`src/rtl/decoder_pkg.sv`:
```
// Shared code parameters for the K=3 rate-1/2 convolutional code.
// Holds generators, trellis sizes, metric/survivor types and helpers.
package decoder_pkg;

  localparam int K = 3;
  localparam logic [2:0] G0 = 3'b111;
  localparam logic [2:0] G1 = 3'b101;
  localparam int NSTATES = 1 << (K - 1);
  localparam int TB_DEPTH = 16;
  localparam int PM_W = 5;

  typedef logic [PM_W-1:0] pm_t;
  typedef logic [TB_DEPTH-1:0] surv_t;

  // st = {s1,s0}; taps ordered {d,s0,s1}
  function automatic logic [1:0] enc_sym(
    input logic       d,
    input logic [1:0] st
  );
    logic [2:0] r;
    r = {d, st[0], st[1]};
    enc_sym = {^(r & G0), ^(r & G1)};
  endfunction

  function automatic logic [1:0] hdist(
    input logic [1:0] a,
    input logic [1:0] b
  );
    logic [1:0] x;
    x = a ^ b;
    hdist = {1'b0, x[1]} + {1'b0, x[0]};
  endfunction

endpackage

```
`src/rtl/acs_unit.sv`:
```
// Add-compare-select for one trellis state with survivor update.
// Ports: rx, d, pm_a/pm_b, sv_a/sv_b, sym_a/sym_b -> pm, sv.
import decoder_pkg::*;

module acs_unit (
  input  logic [1:0] rx,
  input  logic       d,
  input  pm_t        pm_a,
  input  pm_t        pm_b,
  input  surv_t      sv_a,
  input  surv_t      sv_b,
  input  logic [1:0] sym_a,
  input  logic [1:0] sym_b,
  output pm_t        pm,
  output surv_t      sv
);

  pm_t  c_a;
  pm_t  c_b;
  logic sel_b;

  assign c_a = pm_a + pm_t'(hdist(rx, sym_a));
  assign c_b = pm_b + pm_t'(hdist(rx, sym_b));
  // strict compare: ties keep predecessor a
  assign sel_b = c_b < c_a;
  assign pm = sel_b ? c_b : c_a;
  assign sv = sel_b ? {sv_b[TB_DEPTH-2:0], d}
                    : {sv_a[TB_DEPTH-2:0], d};

endmodule

```
`src/rtl/decoder.sv`:
```
// 4-state hard-decision Viterbi decoder, register-exchange survivors.
// Ports: clk, rst (async low), enable, d_in[1:0] -> d_out (registered).
import decoder_pkg::*;

module decoder (
  input  logic       clk,
  input  logic       rst,
  input  logic       enable,
  input  logic [1:0] d_in,
  output logic       d_out
);

  pm_t   pm_q [NSTATES];
  pm_t   pm_n [NSTATES];
  surv_t sv_q [NSTATES];
  surv_t sv_n [NSTATES];
  pm_t   pm_min;
  logic [1:0] best;

  // new state {s0,d}: predecessors {0,s0} and {1,s0}
  for (genvar n = 0; n < NSTATES; n++) begin : g_acs
    localparam int S0 = (n >> 1) & 1;
    localparam logic [1:0] PA = 2'(S0);
    localparam logic [1:0] PB = 2'(S0) | 2'b10;
    localparam logic D = 1'(n & 1);

    acs_unit u_acs (
      .rx    (d_in),
      .d     (D),
      .pm_a  (pm_q[PA]),
      .pm_b  (pm_q[PB]),
      .sv_a  (sv_q[PA]),
      .sv_b  (sv_q[PB]),
      .sym_a (enc_sym(D, PA)),
      .sym_b (enc_sym(D, PB)),
      .pm    (pm_n[n]),
      .sv    (sv_n[n])
    );
  end

  // lowest index wins on equal metrics
  always_comb begin
    pm_min = pm_n[0];
    best   = 2'd0;
    for (int i = 1; i < NSTATES; i++) begin
      if (pm_n[i] < pm_min) begin
        pm_min = pm_n[i];
        best   = 2'(i);
      end
    end
  end

  always_ff @(posedge clk or negedge rst) begin
    if (!rst) begin
      for (int i = 0; i < NSTATES; i++) begin
        pm_q[i] <= (i == 0) ? pm_t'(0) : pm_t'(16);
        sv_q[i] <= '0;
      end
      d_out <= 1'b0;
    end else if (enable) begin
      for (int i = 0; i < NSTATES; i++) begin
        pm_q[i] <= pm_n[i] - pm_min;
        sv_q[i] <= sv_n[i];
      end
      d_out <= sv_n[best][TB_DEPTH-1];
    end
  end

endmodule

```
`config.mk`:
```
export PLATFORM = sky130hd
export DESIGN_NAME = decoder
export DESIGN_NICKNAME = d
export VERILOG_FILES = /design/src/rtl/decoder_pkg.sv /design/src/rtl/acs_unit.sv /design/src/rtl/decoder.sv
export SDC_FILE = /design/constraint.sdc
export NUM_CORES = 1
export LEC_CHECK = 0
export BUFFER_PORTS_ARGS = -buffer_cell sky130_fd_sc_hd__buf_2
export CELL_PAD_IN_SITES_DETAIL_PLACEMENT = 1
export CELL_PAD_IN_SITES_GLOBAL_PLACEMENT = 1
export CORE_UTILIZATION = 54
export DETAILED_ROUTE_END_ITERATION = 8
export PLACE_DENSITY = 0.91
export REMOVE_ABC_BUFFERS = 1
export SLEW_MARGIN = 20
export SYNTH_ARGS = -nofsm -noshare
export SYNTH_HDL_FRONTEND = slang
export SYNTH_SLANG_ARGS = --single-unit
```
`constraint.sdc`:
```
create_clock -name clk -period 11.35 [get_ports clk]
set_input_delay 1.135 -clock clk [delete_from_list [all_inputs] [get_ports clk]]
set_output_delay 1.135 -clock clk [all_outputs]
set_load 0.01 [all_outputs]
```
# Word-level counts from Yosys, hierarchy flattened
# Index checks and enable logic that the tools add are counted.
# totals
output_inout_bits	1
reg_bits	81
in_bits	5
# classes
magnitude_cmp	8
add_sub_neg	16
n_mux	17
bitwise_logic	4
# op_table
cell	count
16-bit two-way mux	6
5-bit by 2-bit adder with 5-bit output	8
5-bit less-than comparator	7
5-bit two-way mux	7
16-bit binary-select mux with 2-bit select	1
5-bit subtractor	4
1-bit by 1-bit adder with 2-bit output	4
2-bit two-way mux	2
3-bit >= comparator, second input constant	1
2-bit NOT with 3-bit output	1
1-bit NOT	2
2-bit NOT	1
1-bit two-way mux	1

# Depth between registers and ports, before layout
# Gate-level depths: netlist (run 1).
# logic_depth
word_depth	15
ltp_mapped	44

# By module
# From an unflattened synthesis (run 1), not the netlist that was laid out.
# hier_totals
cells_unflattened	681
area_unflattened_um2	7239.4
# by_module_without_submodules
mod	cells_per_inst	area_each_um2	seq_area_each_um2	instances
decoder	461	4847.1	2130.8	1
acs_unit	55	598.1	0.0	4

# Worst setup path before layout (run 1)
# No wires, ideal clock.
# synth_timing
path_kind	input to register
start	input d_in[0]
end	register pm_q[9] (netlist name)
n_path_buf	1
arrival_ns	8.460
stages	37
setup_slack_ns	2.797
t_required_ns	11.257
setup_time_ns	0.093
path_cell_list	inv_1 -> ha_1 -> ha_1 -> ha_1 -> ha_1 -> a21o_1 -> maj3_2 -> o31ai_2 -> nor3_1 -> a21oi_1 -> inv_1 -> ha_1 -> o311ai_0 -> a221oi_1 -> nor2_1 -> nor2_1 -> a21oi_1 -> ha_1 -> o21a_1 -> o211ai_2 -> nand2_1 -> o21ai_0 -> ha_1 -> o31ai_1 -> a221oi_1 -> o21a_4 -> o2111ai_1 -> o211a_1 -> buf_2 -> mux2i_1 -> ha_1 -> inv_1 -> ha_1 -> o21bai_1 -> a221oi_2 -> xnor2_1 -> a21oi_1
# synth_via
elab_chain_len	12
word_cells_on_any_way	29
classes_between	13 x add/sub; 7 x order compare; 7 x mux; 2 x bitwise
# synth_rtl
element	line_no	source
start, declared	decoder.sv:9	input logic [1:0] d_in,
2-bit NOT (no source line)	--	
1-bit by 1-bit adder with 2-bit output	decoder_pkg.sv:31	hdist = {1'b0, x[1]} + {1'b0, x[0]};
5-bit by 2-bit adder with 5-bit output (on tied branches)	acs_unit.sv:22, acs_unit.sv:23	
5-bit less-than comparator	acs_unit.sv:25	assign sel_b = c_b < c_a;
5-bit two-way mux	acs_unit.sv:26	assign pm = sel_b ? c_b : c_a;
5-bit less-than comparator	decoder.sv:46	if (pm_n[i] < pm_min) begin
5-bit two-way mux	decoder.sv:46	
5-bit less-than comparator	decoder.sv:46	
5-bit two-way mux	decoder.sv:46	
5-bit less-than comparator	decoder.sv:46	
5-bit two-way mux	decoder.sv:46	
5-bit subtractor *	decoder.sv:62	pm_q[i] <= pm_n[i] - pm_min;
end signal, assigned by index	decoder.sv:56	pm_q[i] <= (i == 0) ? pm_t'(0) : pm_t'(16);
end signal, assigned by index	decoder.sv:62	
end, declared	decoder.sv:13	pm_t pm_q [NSTATES];
# Mark *: on every way between the ends. The rest lies on a longest branch, timed or not.
# A chain may end at the register's enable or synchronous reset.

# Final worst setup path (run 1)
# layout_timing
start	input d_in[1]
end	register pm_q[4] (netlist name)
# Same word-level chain as after synthesis.

==> results.md, run 1 <==
Synth:
- Among all flip-flop cells after synthesis, the most frequent one is sky130_fd_sc_hd__dfrtp_1.
- After synthesis, the share of flip-flops with an asynchronous set or reset is 100.0%.
- The synthesized area per cell is 8.971 sq um.
- After synthesis, flip-flops and latches occupy 29.87% of the total area.
- Synthesis inferred 76 register bits.
- The synthesized design contains 0 enable-type register cells.
- The number of synthesis warnings is 0.
- The count of different cell masters after synthesis is 86.
- The cell count after synthesis came out at 711.
- The cell area after synthesis is 6379 sq um.

Routing:
- After detailed routing, the number of remaining DRC violations is 0.
- The length of the first detailed-routing pass in iterations is 4.
- After the first detailed-routing iteration, the DRC count stood at 329.
- The average via count per standard cell is 6.346.
- The detailed-route wire length per cell is 21.32 microns.
- The overall routed net length is 18,080 microns.
- In this run the remaining antenna-violating nets after routing total 0.
- For this block, the via count after detailed routing is 5,381.

Clock network:
- After clock tree synthesis, the clock-pin slew on the worst setup and hold paths is 0.07 ns.
- The clock tree synthesis step divided the H-tree into 3 levels.
- In this run the deepest clock path goes through 2 buffers.
- The CTS tree is yes.
- The TritonCTS sink count is 76.
- The clock reaches the later pin of the worst-skew pair after 0.36 ns.
- The number of hold buffers added after cts is 0.
- After clock tree synthesis, the repair step resized 0 gates.
- The post-CTS setup-driven buffer insertion count is 0.
- The tree is rooted in a sky130_fd_sc_hd__clkbuf_16.
- The number of buffers created by CTS is 9.

Worst setup path:
- For this run, the slowest stage of the critical path takes 0.50 ns.
- The worst setup path is captured at a register.
- The most repeated library cell on the critical path is sky130_fd_sc_hd__ha_1.
- The sort of element at the start of the critical path is an input port.
- The required time of the critical path is 11.61 ns.
- For the worst setup path, the data arrival time is 10.45 ns.
- For flop-to-flop paths, the worst setup slack is 1.95 ns.
- The startpoint-to-endpoint class of the critical path is in -> reg.
- In this run the worst path has a maximum fanout of 16.
- The slowest stage of the critical path is the sky130_fd_sc_hd__o21ai_0 cell.

STA:
- The final clock period utilization by the worst path is 89.73%.
- Setup repair after global routing left no endpoint under its margin.
- The clock period minus final worst setup slack is 10.18 ns.
- The headroom to the max-slew limit is 40.47%.
- The final setup violation count is 0.
- The worst-margin pin slew is 0.8681 ns.
- The final count of pins violating max slew is 0.
- The highest clock frequency the design can meet is 0.09819 GHz.
- The final setup TNS is 0 ns.
- The hold violation total from the final report is 0.
- Clock skew on the completed layout was measured at 0.01243 ns.

Global route:
- The initial antenna violation count was 0.
- The number of global-route vias before repair came to 5,731.
- The total track usage is 30.35%.
- Entering global routing, the biggest net connects 90 pins.
- After global routing the overflow that remains totals 0.
- The first global-routing pass estimated 29,410 microns of wire.

Floorplanning:
- Pin placement for this block handled 6 I/O pins.
- The die covers 12,250 sq um.
- The number of placement rows is 39.
- The floorplan step defined a core boundary enclosing 11,470 sq um.
- The initial utilization of the core area, before any placement, comes to 55.62%.
- The vertical die dimension is 110.7 microns.
- The die width is 110.7 microns.

Finish:
- The fill cell instance count of the final layout is 1,329.
- The share of post-route cells with drive strength above 1 is 11.21%.
- Measured on the finished design, the core utilization comes to 59.83%.
- The layout overhead on the synthesized area is 7.552%.
- The final layout contains 754 nets.
- After routing the design area is 6860 sq um.
- The number of diodes added for antenna fixing is 0.

Placement:
- The number of port buffers is 5.
- In this run the cell area measured after placement is 6485 sq um.
- Summed over all nets, the half-perimeter wirelength after detailed placement is 12,840 microns.
- The placer congestion estimate is 0.9157.

Status:
- The run finished with clean final reports.

Flow run:
- The tool flagged a number of max-cap violations equal to 0.

Hold path:
- The min-delay analysis places its worst path in the category reg -> reg.
[routing by layer]
metal | vias up | share of wire, % | wire length, microns | track usage, %
met2 | 80 | 51 | 9192 | 54.00
met4 | 0 | 4.0 | 719 | 14.58
met3 | 48 | 2.1 | 386 | 4.975
met5 | - | 0 | 0 | 0
li1 | 2538 | - | - | -
met1 | 2715 | 43 | 7785 | 35.42
[path summary, 6_finish.rpt]
kind                          from  cells after the start        to
setup / recovery           d_in[1]                     41   pm_q[4]
hold / removal             sv_q[0]                      1   sv_q[0]
setup reg to reg           pm_q[6]                     38   pm_q[4]
hold reg to reg            sv_q[0]                      1   sv_q[0]
max in group asynchronous      rst                      2  pm_q[14]
min in group asynchronous      rst                      1   pm_q[1]
[logic make-up (layout without fill, tap and decap cells)]
logic type                 after synthesis  count (layout)  synth area share [%]
DFF                                     76              76                 29.87
buffers and inverters                   79              73                 4.904
xor gates and xnor gates                46              46                 6.316
AOI/OAI and AO/OA                      208             208                 22.97
and+or+nand+nor                        173             173                 12.91
adders and majority gates               59              59                 11.83
muxes                                   70              70                 11.20
[cells in the mapped netlist (4+ instances only)]
cell                       instances  area [sq um]
sky130_fd_sc_hd__a21oi_1          92         460.4
sky130_fd_sc_hd__nor2_1           85         319.1
sky130_fd_sc_hd__dfrtp_1          73          1827
sky130_fd_sc_hd__mux2i_1          61         610.6
sky130_fd_sc_hd__inv_1            48         180.2
sky130_fd_sc_hd__ha_1             45         563.0
sky130_fd_sc_hd__xnor2_1          32         280.3
sky130_fd_sc_hd__nand2_1          23         86.33
sky130_fd_sc_hd__clkbuf_1         22         82.58
sky130_fd_sc_hd__o21ai_0          16         80.08
sky130_fd_sc_hd__xor2_1           14         122.6
sky130_fd_sc_hd__a21o_1           13         97.59
sky130_fd_sc_hd__nand3_1          12         60.06
sky130_fd_sc_hd__nand2b_1         11         68.82
sky130_fd_sc_hd__maj3_2            9         101.4
sky130_fd_sc_hd__mux2_2            8         90.09
sky130_fd_sc_hd__and2_1            7         43.79
sky130_fd_sc_hd__nor2b_1           7         43.79
sky130_fd_sc_hd__a21boi_0          6         45.04
sky130_fd_sc_hd__o21bai_1          6         45.04
sky130_fd_sc_hd__a311oi_1          5         43.79
sky130_fd_sc_hd__a221oi_1          4         35.03
sky130_fd_sc_hd__a31oi_1           4         25.02
sky130_fd_sc_hd__buf_2             4         20.02
sky130_fd_sc_hd__fa_1              4         80.08
sky130_fd_sc_hd__nor3_1            4         20.02
[cell type report]
type	instances	area [sq um]	share of cell area, %
clock buffers	9	225.2	3.283
clock inverters	7	122.6	1.787
inverters	48	180.2	2.626
multi-input cells	556	4168	60.75
flip-flops and latches	76	1906	27.78
well taps	143	178.9	2.608
repair buffers	9	80.08	1.167
[critical path, delay by kind of cell]
family	cells	cell delay, ns
AOI/OAI and AO/OA	17	3.71
adders and majority gates	8	2.58
and+or+nand+nor	7	1.45
buffers and inverters	6	0.57
xor gates and xnor gates	2	0.49
muxes	1	0.47
[state kept, by name, indices dropped and copies added (netlist names)]
register	cells
pm_q	20
d_out	1
sv_q	55
[layout by cell type, fill, tap and decap left out, drive strengths merged, types with 5 or more instances in the layout]
| master | Yosys | layout |
|---|---|---|
| a21boi | 7 | 7 |
| a21o | 13 | 13 |
| a21oi | 94 | 94 |
| a221oi | 6 | 6 |
| a311oi | 5 | 5 |
| a31oi | 5 | 5 |
| and2 | 7 | 7 |
| buf | 9 | 9 |
| clkbuf | 22 | 9 |
| dfrtp | 73 | 73 |
| ha | 45 | 45 |
| inv | 48 | 50 |
| maj3 | 10 | 10 |
| mux2 | 8 | 8 |
| mux2i | 62 | 62 |
| nand2 | 24 | 24 |
| nand2b | 11 | 11 |
| nand3 | 12 | 12 |
| nor2 | 86 | 86 |
| nor2b | 7 | 7 |
| o21ai | 19 | 19 |
| o21bai | 6 | 6 |
| xnor2 | 32 | 32 |
| xor2 | 14 | 14 |
[metrics by stage]
stage                     hold WS [ns]  instances  setup slack, ns
after global routing            0.4976        848           0.4228
after floorplan                 0.4394        680            2.594
final                           0.4815        848            1.166
after CTS                       0.4814        847            1.394
after global placement          0.4511        831            1.633
after detailed placement        0.4672        831            1.074
Power of run 1 is left out: the tool's default activity adds up to more than one toggle a clock period on the data nets, which glitch-free logic cannot reach.
==> run 2, diff against run 1 <==
--- a/config.mk
+++ b/config.mk
@@ -10,7 +10,7 @@
 export CELL_PAD_IN_SITES_GLOBAL_PLACEMENT = 1
 export CORE_UTILIZATION = 54
 export DETAILED_ROUTE_END_ITERATION = 8
-export PLACE_DENSITY = 0.91
+export PLACE_DENSITY_LB_ADDON = 0.12
 export REMOVE_ABC_BUFFERS = 1
 export SLEW_MARGIN = 20
 export SYNTH_ARGS = -nofsm -noshare
==> results.md, run 2 (synthesis gave the netlist of run 1 again) <==
Finish:
- The layout overhead on the synthesized area was 6.767% (was 7.552%).
- The multi-input logic area is 4168 sq um (unchanged).
- Commonest cells after routing, fill and taps aside: 90 x sky130_fd_sc_hd__a21oi_1, 85 x sky130_fd_sc_hd__nor2_1, 73 x sky130_fd_sc_hd__dfrtp_1 (unchanged).
- The share of post-route cells with drive strength above 1 is 11.08% (was 11.21%).
- The footprint of the flip-flops and latches is 1906 sq um (unchanged).
- The fill cell instance count of the final layout is 1,314 (was 1,329).
- The final cell area excluding filler cells came to 6810 sq um (was 6860 sq um).
- Largest registers: sv_q x55, pm_q x20, d_out x1 (unchanged).
- The register name with the most flops is sv_q (unchanged).
- The final net count came to 753 (was 754).
- The flip-flop count of the largest register, all copies and words added is 55 (unchanged).
- The number of diodes added for antenna fixing came to 0 (unchanged).
- The most frequent standard cell in the layout excluding fill and tap cells is sky130_fd_sc_hd__a21oi_1 (unchanged).

Worst setup path:
- The most repeated library cell on the critical path is sky130_fd_sc_hd__ha_1 (unchanged).
- The sort of element at the start of the critical path is an input port (unchanged).
- The worst reg-to-reg setup slack came to 1.72 ns (was 1.95 ns).
- The cell with the biggest individual delay on the critical path was sky130_fd_sc_hd__a21oi_1 (was sky130_fd_sc_hd__o21ai_0).
- The data arrival time of the worst path is 10.67 ns (was 10.45 ns).
- The startpoint-to-endpoint class of the critical path is in -> reg (unchanged).
- The reg-to-reg startpoint is pm_q[6] (unchanged).
- The delay of the slowest critical-path stage is 0.46 ns (was 0.50 ns).
- The maximum fanout encountered on the critical timing path is 16 (unchanged).
- The worst setup path startpoint is d_in[1] (unchanged).
- The required time of the critical path is 11.59 ns (was 11.61 ns).
- The kind of end point of the critical path is a register (unchanged).

Global route:
- The initial antenna violation count came to 0 (unchanged).
- The number of global-route vias before repair was 5,754 (was 5,731).
- The wire length of the first global-routing pass was 29,350 microns (was 29,410 microns).
- The total track usage was 29.99% (was 30.35%).
- The global route total overflow is 0 (unchanged).
- The pin count of the biggest net entering global routing is 95 (was 90).

Clock network:
- The number of buffers created by CTS is 9 (unchanged).
- The clock-pin transition on the worst setup and hold timing paths came to 0.06 ns (was 0.07 ns).
- The count of H-tree levels built during CTS is 3 (unchanged).
- The number of buffers on the longest clock path is 2 (unchanged).
- The number of instances resized during post-cts repair is 0 (unchanged).
- The clock latency reported for the late side of the worst-skew pair was 0.34 ns (was 0.36 ns).
- The library cell used as clock root buffer is sky130_fd_sc_hd__clkbuf_16 (unchanged).
- The post-CTS setup-driven buffer insertion count came to 0 (unchanged).
- The TritonCTS sink count is 76 (unchanged).
- The number of hold buffers added after cts was 0 (unchanged).
- The CTS tree was yes (unchanged).

Floorplanning:
- The placeable core region is 11,470 sq um (unchanged).
- The vertical die dimension was 110.7 microns (unchanged).
- The number of placement rows is 39 (unchanged).
- The die width is 110.7 microns (unchanged).
- The boundary pin count came to 6 (unchanged).
- The area enclosed by the die boundary is 12,250 sq um (unchanged).
- The starting density of the core is 55.62% (unchanged).

STA:
- The hold violation total from the final report is 0 (unchanged).
- The worst-margin pin slew is 0.8615 ns (was 0.8681 ns).
- The setup slack after layout is 0.9271 ns (was 1.166 ns).
- The final setup violation count was 0 (unchanged).
- The final setup TNS is 0 ns (unchanged).
- The final clock period utilization by the worst path is 91.83% (was 89.73%).
- The clock skew after layout is 0.005727 ns (was 0.01243 ns).
- The clock period minus final worst setup slack is 10.42 ns (was 10.18 ns).
- The headroom to the max-slew limit is 40.92% (was 40.47%).
- Unrepaired setup endpoints after global routing: no (unchanged).
- The final count of pins violating max slew is 0 (unchanged).
- The worst hold slack was 0.4803 ns (was 0.4815 ns).
- The highest clock frequency the design can meet is 0.09594 GHz (was 0.09819 GHz).

Routing:
- The antenna violation net count after detailed routing is 0 (unchanged).
- The overall routed net length came to 17,480 microns (was 18,080 microns).
- The post-route DRC violation count is 0 (unchanged).
- The violation count after the first detailed-routing iteration is 281 (was 329).
- The detailed-route wire length per cell was 20.63 microns (was 21.32 microns).
- The average via count per standard cell is 6.293 (was 6.346).
- The total number of vias is 5,330 (was 5,381).
- The length of the first detailed-routing pass in iterations is 4 (unchanged).

Placement:
- The total cell area at the placement stage is 6485 sq um (unchanged).
- The worst setup slack after placement is 0.8116 ns (was 1.074 ns).
- The post-DP HPWL was 12,950 microns (was 12,840 microns).
- The placer congestion estimate is 0.9318 (was 0.9157).
- The number of port buffers is 5 (unchanged).

Hold path:
- The kind of path behind the tightest hold check is reg -> reg (unchanged).
- The launch point of the worst hold path was sv_q[0] (unchanged).

Flow run:
- The reported max-cap violation count is 0 (unchanged).

Status:
- Outcome: finished, final reports clean (unchanged).
run 2: metrics by stage:
| stage | std cells | util [%] |
|---|---|---|
| finish | 847 | 59.39 |
| global route | 847 | 59.39 |
| CTS | 847 | 59.36 |
| detailed placement | 831 | 56.55 |
| global placement | 831 | 56.55 |
| floorplan | 680 | - |
run 2: critical path: cells and delay by family:
kind	cells	cell delay (ns)
buf+inv	6	0.63
simple gates	7	1.24
compound gates	18	3.97
xor+xnor	2	0.48
fa+ha+maj	8	2.74
mux	1	0.46
run 2: area by class of cell:
cell class / instances / share of cell area (%)
multi-input cells: 556 / 61.20
well taps: 143 / 2.627
repair buffers: 8 / 0.8268
flip-flops and latches: 76 / 27.98
clock inverters: 7 / 1.415
clock buffers: 9 / 3.307
inverters: 48 / 2.646
run 2: routing by layer:
layer	wire length, microns	share of wire (%)	up-vias	GRT usage [%]
li1	-	-	2532	-
met1	7890	45	2684	37.97
met2	8713	50	82	51.84
met3	456	2.6	32	4.265
met4	417	2.4	0	11.20
met5	0	0	-	0
run 2: worst paths after layout:
check                      endpoint  cells past startpoint
max                         pm_q[4]                     42
min                         sv_q[0]                      1
max reg2reg                 pm_q[4]                     39
min reg2reg                 sv_q[0]                      1
max in group asynchronous  sv_q[19]                      1
min in group asynchronous   pm_q[3]                      1
Power of run 2 is left out for the same reason.
==> run 3, diff against run 2 <==
--- a/config.mk
+++ b/config.mk
@@ -10,7 +10,7 @@
 export CELL_PAD_IN_SITES_GLOBAL_PLACEMENT = 1
 export CORE_UTILIZATION = 54
 export DETAILED_ROUTE_END_ITERATION = 8
-export PLACE_DENSITY_LB_ADDON = 0.12
+export PLACE_DENSITY = 0.87
 export REMOVE_ABC_BUFFERS = 1
 export SLEW_MARGIN = 20
 export SYNTH_ARGS = -nofsm -noshare
==> results.md, run 3 (synthesis gave the netlist of run 1 again) <==
Worst setup path:
- The most repeated library cell on the critical path is sky130_fd_sc_hd__ha_1 (unchanged).
- The cell with the biggest individual delay on the critical path was sky130_fd_sc_hd__mux2i_1 (was sky130_fd_sc_hd__a21oi_1).
- The reg-to-reg startpoint is pm_q[6] (unchanged).
- The startpoint-to-endpoint class of the critical path is in -> reg (unchanged).
- The number of cells on the critical path is 41 (was 42).
- The endpoint of the worst register-to-register path was pm_q[9] (was pm_q[4]).
- The kind of end point of the critical path was a register (unchanged).
- The worst setup path startpoint was d_in[0] (was d_in[1]).
- The worst reg-to-reg setup slack came to 1.64 ns (was 1.72 ns).
- The data arrival time of the worst path is 10.78 ns (was 10.67 ns).
- The maximum fanout encountered on the critical timing path was 16 (unchanged).
- The kind of cell adding the most delay to the critical path was compound AO/OA/AOI/OAI gates (unchanged).
- The sort of element at the start of the critical path is an input port (unchanged).
- The capturing instance or port of the critical path is pm_q[9] (was pm_q[4]).
- The delay of the slowest critical-path stage came to 0.47 ns (was 0.46 ns).
- The count of buffer and inverter cells on the critical path is 6 (unchanged).
- The count of cells along the worst register-to-register path came to 38 (was 39).
- The required time of the critical path came to 11.62 ns (was 11.59 ns).

Placement:
- The number of port buffers came to 5 (unchanged).
- The placer congestion estimate is 0.9739 (was 0.9318).
- The post-DP HPWL was 13,500 microns (was 12,950 microns).
- The total cell area at the placement stage is 6485 sq um (unchanged).

Floorplanning:
- The placeable core region is 11,470 sq um (unchanged).
- The vertical die dimension is 110.7 microns (unchanged).
- The die width is 110.7 microns (unchanged).
- The starting density of the core is 55.62% (unchanged).
- The number of placement rows came to 39 (unchanged).
- The boundary pin count came to 6 (unchanged).
- The area enclosed by the die boundary is 12,250 sq um (unchanged).

Clock network:
- The clock-pin transition on the worst setup and hold timing paths came to 0.06 ns (about the same).
- The clock latency reported for the late side of the worst-skew pair is 0.35 ns (was 0.34 ns).
- The number of hold buffers added after cts is 0 (unchanged).
- The library cell used as clock root buffer is sky130_fd_sc_hd__clkbuf_16 (unchanged).
- The post-CTS setup-driven buffer insertion count is 0 (unchanged).
- The CTS tree is yes (unchanged).
- The count of H-tree levels built during CTS is 3 (unchanged).
- The TritonCTS sink count came to 76 (unchanged).
- The number of buffers created by CTS is 9 (unchanged).
- The number of buffers on the longest clock path was 2 (unchanged).
- The number of instances resized during post-cts repair is 0 (unchanged).

Flow run:
- The reported max-cap violation count was 0 (unchanged).

STA:
- The worst-margin pin slew came to 0.9356 ns (was 0.8615 ns).
- The clock skew after layout is 0.007268 ns (was 0.005727 ns).
- The highest clock frequency the design can meet was 0.09513 GHz (was 0.09594 GHz).
- The final clock period utilization by the worst path came to 92.62% (was 91.83%).
- Unrepaired setup endpoints after global routing: no (unchanged).
- The final count of pins violating max slew was 0 (unchanged).
- The headroom to the max-slew limit was 37.63% (was 40.92%).
- The hold violation total from the final report is 0 (unchanged).
- The final setup violation count is 0 (unchanged).
- The clock period minus final worst setup slack is 10.51 ns (was 10.42 ns).
- The final setup TNS is 0 ns (unchanged).

Finish:
- The most frequent standard cell in the layout excluding fill and tap cells is sky130_fd_sc_hd__a21oi_1 (unchanged).
- The share of post-route cells with drive strength above 1 is 11.21% (was 11.08%).
- The layout overhead on the synthesized area came to 6.650% (was 6.767%).
- The number of diodes added for antenna fixing is 0 (unchanged).
- Largest registers: sv_q x55, pm_q x20, d_out x1 (unchanged).
- Commonest cells after routing, fill and taps aside: 90 x sky130_fd_sc_hd__a21oi_1, 85 x sky130_fd_sc_hd__nor2_1, 73 x sky130_fd_sc_hd__dfrtp_1 (unchanged).
- The final net count was 754 (was 753).
- The register name with the most flops was sv_q (unchanged).
- The final cell area excluding filler cells is 6803 sq um (was 6810 sq um).
- The flip-flop count of the largest register, all copies and words added came to 55 (unchanged).

Status:
- Outcome: finished, final reports clean (unchanged).

Global route:
- The global route total overflow is 0 (unchanged).
- The wire length of the first global-routing pass was 29,880 microns (was 29,350 microns).
- The total track usage is 30.73% (was 29.99%).
- The pin count of the biggest net entering global routing is 101 (was 95).
- The number of global-route vias before repair is 5,765 (was 5,754).
- The initial antenna violation count is 0 (unchanged).

Hold path:
- The kind of path behind the tightest hold check is reg -> reg (unchanged).
- The launch point of the worst hold path was sv_q[0] (unchanged).

Routing:
- The length of the first detailed-routing pass in iterations is 5 (was 4).
- The total number of vias is 5,381 (was 5,330).
- The detailed-route wire length per cell was 21.60 microns (was 20.63 microns).
- The average via count per standard cell is 6.346 (was 6.293).
- The overall routed net length is 18,320 microns (was 17,480 microns).
- The post-route DRC violation count is 0 (unchanged).
- The violation count after the first detailed-routing iteration is 397 (was 281).
- The antenna violation net count after detailed routing is 0 (unchanged).
==> run 3: cell count changes in the layout (fill, tap and decap cells not counted) <==
cell                         change
sky130_fd_sc_hd__clkinvlp_4      +1
sky130_fd_sc_hd__buf_4           +1
sky130_fd_sc_hd__inv_8           +2
sky130_fd_sc_hd__inv_6           +1
sky130_fd_sc_hd__clkinv_2        -2
sky130_fd_sc_hd__bufinv_16       -2
sky130_fd_sc_hd__buf_16          +1
sky130_fd_sc_hd__buf_6           -1
==> run 3: worst register-to-register path, delay by kind of cell, from the launching register on <==
kind | cells | cell delay, ns
multiplexers | 1 | 0.47
XOR/XNOR | 3 | 0.79
flip-flops | 1 | 0.57
AND/OR/NAND/NOR | 7 | 1.52
AO/OA/AOI/OAI | 17 | 3.86
buffers and inverters | 4 | 0.42
adder cells (fa/ha/maj) | 6 | 2.01
==> run 3: final cells by class <==
type | count | area (sq um)
well taps | 143 | 178.9
repair buffers | 9 | 80.08
clock inverters | 7 | 65.06
fillers | 1316 | 4664
clock buffers | 9 | 225.2
flip-flops and latches | 76 | 1906
multi-input cells | 556 | 4168
inverters | 48 | 180.2
==> run 3: layer usage <==
layer	vias up	part of all wire (%)	track usage, %
li1	2519	-	-
met1	2670	42	38.16
met2	139	50	51.93
met3	53	4.1	5.577
met4	0	3.7	13.96
met5	-	0	0
==> run 3: worst min-delay path by stage <==
stage | endpoint | slack (ns) | cells after the start
after global placement | sv_q[0] | 0.45 | 1
after floorplan | sv_q[0] | 0.44 | 1
after CTS | sv_q[0] | 0.48 | 1
after detailed placement | sv_q[0] | 0.46 | 1
after global routing | sv_q[0] | 0.52 | 1
final | sv_q[0] | 0.48 | 1
==> run 3: stage by stage <==
| step | utilization [%] | hold WS (ns) | setup WS [ns] | instances |
|---|---|---|---|---|
| after detailed placement | 56.55 | 0.4617 | 0.7713 | 831 |
| after CTS | 59.08 | 0.4776 | 1.067 | 847 |
| after floorplan | - | 0.4394 | 2.594 | 680 |
| after global routing | 59.32 | 0.5151 | 0.1789 | 848 |
| after global placement | 56.55 | 0.4527 | 1.512 | 831 |
| final | 59.32 | 0.4785 | 0.8377 | 848 |
Power of run 3 is left out for the same reason.
